--- config.mk ---
export PLATFORM = sky130hd
export DESIGN_NAME = pc_sequencer
export DESIGN_NICKNAME = d
export VERILOG_FILES = /design/src/rtl/pc_sequencer.sv
export SDC_FILE = /design/constraint.sdc
export NUM_CORES = 1
export LEC_CHECK = 0
export ABC_AREA = 0
export ABC_CLOCK_PERIOD_IN_PS = 2200
export CORE_UTILIZATION = 27
export CTS_BUF_LIST = sky130_fd_sc_hd__clkbuf_4 sky130_fd_sc_hd__clkbuf_8 sky130_fd_sc_hd__clkbuf_16
export DETAILED_ROUTE_END_ITERATION = 8
export PLACE_DENSITY = 0.78
export SLEW_MARGIN = 10
export SYNTH_ARGS = -nofsm -noshare
export SYNTH_HDL_FRONTEND = slang
export SYNTH_SLANG_ARGS = --single-unit
--- constraint.sdc ---
create_clock -name clk -period 2.2 [get_ports clk]
set_input_delay 0.44 -clock clk [delete_from_list [all_inputs] [get_ports clk]]
set_output_delay 0.44 -clock clk [all_outputs]
set_load 0.01 [all_outputs]
--- src/rtl/pc_sequencer.sv ---
// pc_sequencer: fetch/branch controller for the 8-bit program counter.
// Steers the PC via branch_enable/branch_target to stall (reload own value), jump,
// conditionally branch, call/return and halt. Sequence: IDLE -> FETCH -> EXEC -> FETCH|HALT.
// Build option: define SEQ_RAS_EN to include a RAS_DEPTH-entry return-address stack;
// without it op_call behaves as op_jump and op_ret is a flagged no-op.
module pc_sequencer #(
  parameter int unsigned RAS_DEPTH = 4
) (
  input  logic                               clk,
  input  logic                               rst,
  input  logic [7:0]                         pc_value,
  output logic                               imem_req,
  input  logic                               imem_ack,
  input  logic                               op_jump,
  input  logic                               op_branch_z,
  input  logic                               op_call,
  input  logic                               op_ret,
  input  logic                               op_halt,
  input  logic [7:0]                         target,
  input  logic                               flag_z,
  input  logic                               resume,
  output logic                               branch_enable,
  output logic [7:0]                         branch_target,
  output logic                               exec_valid,
  output logic                               halted,
  output logic                               stack_err,
  output logic [$clog2(RAS_DEPTH+1)-1:0]     ras_level
);

  localparam int unsigned LvlW = $clog2(RAS_DEPTH + 1);

  typedef enum logic [1:0] {StIdle, StFetch, StExec, StHalt} state_e;

  state_e state_q;
  logic   stack_err_q;
  logic   in_exec;
  logic   sel_ret, sel_call;
  logic   ret_ok;
  logic   err_set;
  logic [7:0] ras_top;

  assign in_exec = (state_q == StExec);
  // Priority halt > ret > call; only ret/call touch the stack.
  assign sel_ret  = !op_halt && op_ret;
  assign sel_call = !op_halt && !op_ret && op_call;

`ifdef SEQ_RAS_EN
  localparam int unsigned IdxW = (RAS_DEPTH > 1) ? $clog2(RAS_DEPTH) : 1;

  logic [7:0]      ras_q [RAS_DEPTH];
  logic [LvlW-1:0] ras_level_q;
  logic            ras_empty, ras_full;
  logic            do_push, do_pop;
  logic [7:0]      pc_inc;
  logic [IdxW-1:0] push_idx, top_idx;

  assign ras_empty = (ras_level_q == '0);
  assign ras_full  = (ras_level_q == LvlW'(RAS_DEPTH));
  assign pc_inc    = pc_value + 8'd1;
  assign push_idx  = IdxW'(ras_level_q);
  assign top_idx   = IdxW'(ras_level_q - LvlW'(1));
  assign ras_top   = ras_q[top_idx];
  assign ret_ok    = !ras_empty;
  assign do_push   = in_exec && sel_call && !ras_full;
  assign do_pop    = in_exec && sel_ret && !ras_empty;
  // Full-stack call still jumps (output logic) but loses its return address.
  assign err_set   = in_exec && ((sel_ret && ras_empty) || (sel_call && ras_full));
  assign ras_level = ras_level_q;

  // Return-address stack storage and occupancy.
  always_ff @(posedge clk or negedge rst) begin
    if (!rst) begin
      ras_level_q <= '0;
      for (int i = 0; i < RAS_DEPTH; i++) ras_q[i] <= 8'h00;
    end else if (do_push) begin
      ras_q[push_idx] <= pc_inc;
      ras_level_q     <= ras_level_q + LvlW'(1);
    end else if (do_pop) begin
      ras_level_q <= ras_level_q - LvlW'(1);
    end
  end
`else
  // No stack: every ret is an error and falls through as an increment.
  assign ret_ok    = 1'b0;
  assign ras_top   = 8'h00;
  assign err_set   = in_exec && sel_ret;
  assign ras_level = '0;
`endif

  // Sticky stack error, cleared only by reset.
  always_ff @(posedge clk or negedge rst) begin
    if (!rst) begin
      stack_err_q <= 1'b0;
    end else if (err_set) begin
      stack_err_q <= 1'b1;
    end
  end

  assign stack_err = stack_err_q;

  // Sequencing state machine.
  always_ff @(posedge clk or negedge rst) begin
    if (!rst) begin
      state_q <= StIdle;
    end else begin
      unique case (state_q)
        StIdle:  state_q <= StFetch;
        StFetch: if (imem_ack) state_q <= StExec;
        StExec:  state_q <= op_halt ? StHalt : StFetch;
        StHalt:  if (resume) state_q <= StFetch;
        default: state_q <= StIdle;
      endcase
    end
  end

  // PC steering and status outputs; default is a stall (reload own value).
  always_comb begin
    imem_req      = 1'b0;
    exec_valid    = 1'b0;
    halted        = 1'b0;
    branch_enable = 1'b1;
    branch_target = pc_value;
    unique case (state_q)
      StIdle: ;
      StFetch: imem_req = 1'b1;
      StExec: begin
        exec_valid = 1'b1;
        if (op_halt) begin
          branch_enable = 1'b1;
        end else if (op_ret) begin
          if (ret_ok) branch_target = ras_top;
          else        branch_enable = 1'b0;
        end else if (op_call || op_jump) begin
          branch_target = target;
        end else if (op_branch_z && flag_z) begin
          branch_target = target;
        end else begin
          branch_enable = 1'b0;
        end
      end
      StHalt: begin
        halted = 1'b1;
        if (resume) branch_enable = 1'b0;
      end
      default: ;
    endcase
  end

endmodule

# Yosys cells after proc, flatten, opt, wreduce, memory -nomap -nowiden
# Index checks and enable logic that the tools add are counted.
word_totals:
  ff_bits: 3
  in_bits: 26
  output_inout_bits: 16
  word_cells: 32
classes:
  n_eq_ne: 5
  n_mux: 18
  reduce_logical: 7
ops:
  columns: ["cell", "n"]
  rows:
  - ["$mux 8", 5]
  - ["$mux 1", 8]
  - ["$pmux 2 s4", 1]
  - ["$mux 2", 3]
  - ["$eq 2x2->1 const B", 2]
  - ["$ne 2x2->1 const B", 2]
  - ["$logic_and 1x1->1", 3]
  - ["$eq 2x1->1 const B", 1]
  - ["$logic_not 2->1", 1]
  - ["$pmux 1 s2", 1]
  - ["$reduce_and 2->1", 1]
  - ["$logic_not 1->1", 1]
  - ["$logic_or 1x1->1", 1]

# Depth between registers and ports, before layout
depth:
  ltp_word: 6
  ltp_mapped: 5
  mapped_depth_nobuf: 5

# Worst setup path after synthesis
# No wires, ideal clock.
synth_timing:
  path_type: "flip-flop to output port"
  start: "register state_q[0]"
  end: "output branch_target[0]"
  t_arrival_ns: 1.669
  t_required_ns: 1.760
  path_slack_ns: 0.091
  stages_incl_launch_ff: 6
  path_buffers: 1
  path_cell_list: "dfrtp_1 > inv_1 > ha_1 > or4b_1 > buf_6 > mux2_4"
synth_via:
  elab_chain_len: 2
synth_rtl:
  columns: ["element", "line_no", "rtl"]
  rows:
  - ["start, declared", "34", "state_e state_q;"]
  - ["start signal, assigned", "104", "state_q <= StIdle;"]
  - ["start signal, assigned", "107", "StIdle: state_q <= StFetch;"]
  - ["start signal, assigned", "108", "StFetch: if (imem_ack) state_q <= StExec;"]
  - ["$eq 2x2->1", "123", "unique case (state_q)"]
  - ["$mux 8", "123", null]
  - ["end, declared", "23", "output logic [7:0] branch_target,"]
# No other way between the ends.

# Worst setup path after layout
layout_timing:
  start: "register state_q[0]"
  end: "output branch_target[1]"
# The elaborated chain is that of the path after synthesis.

==> metrics.yaml <==
multi_input_area_um2: 288
synth_top_area_frac: 0.314
nFillCells: 101
post_drt_wl_per_cell_um: 12.3
design_area_um2: 870
hpwl_um: 934
synthDistinctLibCells: 17
cts_buffer_depth: 2
p_leak_nw: 0.435
row_count: 13
cp.required_ps: 1760
numCtsBuffers: 3
area_delta_synth_final_pct: 127
synth_most_common_cell: "mux2_4"
maxCapViolCount: 0
holdCritPathClass: "in -> async"
synth_largest_area_cell: "mux2_4"
synth_ff_type: "dfrtp_1"
clock-sinks: 3
post-route-period-util: 1.04
grt_pass1_vias: 413
cts_hold_buf: 0
clock_skew_ps: 3.53
status: "finished with violations"
first_pass_iters: 2
fin_crit_ps: 2280
cts_tree: "yes"
synthCells: 36
drv_slew: 0
io_pins: 42
detail-route-antenna-nets: 0
start_util: 0.291
finalWirelength_um: 1220
start_kind: "register"
synth_edf_count: 0
totalPowerFinal_w: 0.000651
grt_overflow: 0
arrival_ps: 1840
ys_ff_latch: 3
drtIter0Drc: 1
grt_antenna_before_repair: 0
htreeDepth: 1
die_w_um: 39.7
yosysSeqAreaShare: 0.196
clk_root_buffer_cell: "clkbuf_4"
critPathCaptureType: "output port"
grt_max_degree: 9
grt_usage: 0.149
whs_ps: 393
path_class: "reg -> out"
port_buffers: 38
grt_first_pass_wirelength_um: 1590
ys_top_cells_by_count: "mux2_4 (8), ha_1 (4), inv_1 (4)"
core-area_um2: 1320
antenna_cells: 0
cts.reportedPaths.clkPinSlew_ps: 40
r2r_slack_ps: 530
path_max_fanout: 8
synth.area.top_cells: "mux2_4 (31%), dfrtp_1 (20%), ha_1 (13%)"
violations: "setup timing"
setup_viol: 8
num-nets-final: 115
drc_errors: 0
place.gp.congestion: 0.685
via_per_inst: 4.59
post_dp_cell_area_um2: 808
irDropWorstVdd_mv: 0.435
die_height_um: 39.7
seq_area_um2: 75.1
fmax_ghz: 0.439
power_density_nw_per_um2: 748
syn_avg_cell_area_um2: 10.6
yosys_warnings: 0
clock_latency_ps: 230
grt_setup_unrepaired: "yes"
setup_ws_ps: -79.2
hold_viol: 0
synthArstFlopShare: 1.00
vias: 454
dieArea_um2: 1570
drive_gt1_frac: 0.405
synth_area_um2: 383
kinds of logic (layout without fill, tap and decap cells):
family,after synthesis,count (layout),share of synthesized area
and+or+nand+nor,4,4,0.0621
adders and majority gates,4,4,0.131
other,1,3,0.00979
DFF,3,3,0.196
AOI/OAI and AO/OA,6,6,0.105
muxes,10,10,0.369
buffers and inverters,8,54,0.127
cell type report:
type | count | share of cell area
clock buffer | 4 | 0.0345
inverter | 4 | 0.0173
multi-input combinational | 27 | 0.331
sequential | 3 | 0.0863
tap | 15 | 0.0216
timing repair buffer | 46 | 0.509
worst paths after layout:
check	start	to	cells after the start
hold reg to reg	stack_err$_DFFE_PN0P_	stack_err$_DFFE_PN0P_	1
min in group clk	stack_err$_DFFE_PN0P_	stack_err$_DFFE_PN0P_	1
max in group asynchronous	rst	stack_err$_DFFE_PN0P_	1
setup / recovery	state_q[0]$_DFFE_PN0P_	branch_target[1]	5
hold / removal	rst	state_q[1]$_DFFE_PN0P_	1
setup reg to reg	state_q[1]$_DFFE_PN0P_	state_q[1]$_DFFE_PN0P_	5
registers in the layout (all words and copies together) (netlist names):
name       flops
state_q        2
stack_err      1
critical path, stage by stage (launching register included):
cell     delay (ps)
dfrtp_1         390
inv_2            80
ha_4            130
or4b_4          560
mux2_4          340
buf_6           120
where the power goes:
part | internal [W] | switching, W
logic | 0.000271 | 0.000170
registers | 0.0000827 | 0.0000210
clock network | 0.0000801 | 0.0000261
total | 0.000434 | 0.000217
routing by layer:
metal | vias to the layer above | track usage | part of all wire
li1 | 214 | - | -
met5 | - | 0 | 0
met2 | 39 | 0.283 | 0.46
met3 | 2 | 0.0284 | 0.15
met1 | 199 | 0.142 | 0.38
met4 | 0 | 0.0948 | 0.011
what timing repair did:
| action | 4_1_cts | 5_1_grt |
|---|---|---|
| pin swaps | 2 | 0 |
| buffers inserted | 1 | 1 |
| resized for setup | 54 | 1 |
| endpoints found under the setup margin | 9 | 8 |
| gates cloned | 0 | 0 |
placed cells by master (no fill, tap or decap):
| master | n |
|---|---|
| a211o_1 | 1 |
| a211oi_2 | 1 |
| a21oi_1 | 2 |
| a31o_2 | 1 |
| buf_4 | 8 |
| buf_6 | 8 |
| clkbuf_4 | 4 |
| clkdlybuf4s15_1 | 1 |
| clkdlybuf4s50_1 | 23 |
| conb_1 | 3 |
| dfrtp_1 | 3 |
| dlygate4sd2_1 | 6 |
| ha_1 | 3 |
| ha_4 | 1 |
| inv_1 | 3 |
| inv_2 | 1 |
| mux2_2 | 1 |
| mux2_4 | 8 |
| mux2i_1 | 1 |
| nor2_1 | 2 |
| nor2b_1 | 1 |
| o21ai_0 | 1 |
| or4b_4 | 1 |
metrics by stage:
step                setup slack, ps  std cells  TNS (ps)   util
floorplan                      90.7         38         0      -
global placement               -653         94     -5430  0.613
detailed placement             -654         94     -5440  0.613
CTS                            -110         99      -831  0.665
global route                   -136         99     -1070  0.660
finish                        -79.2         99      -607  0.660
Note: power is estimated with default switching activity, not from simulation.
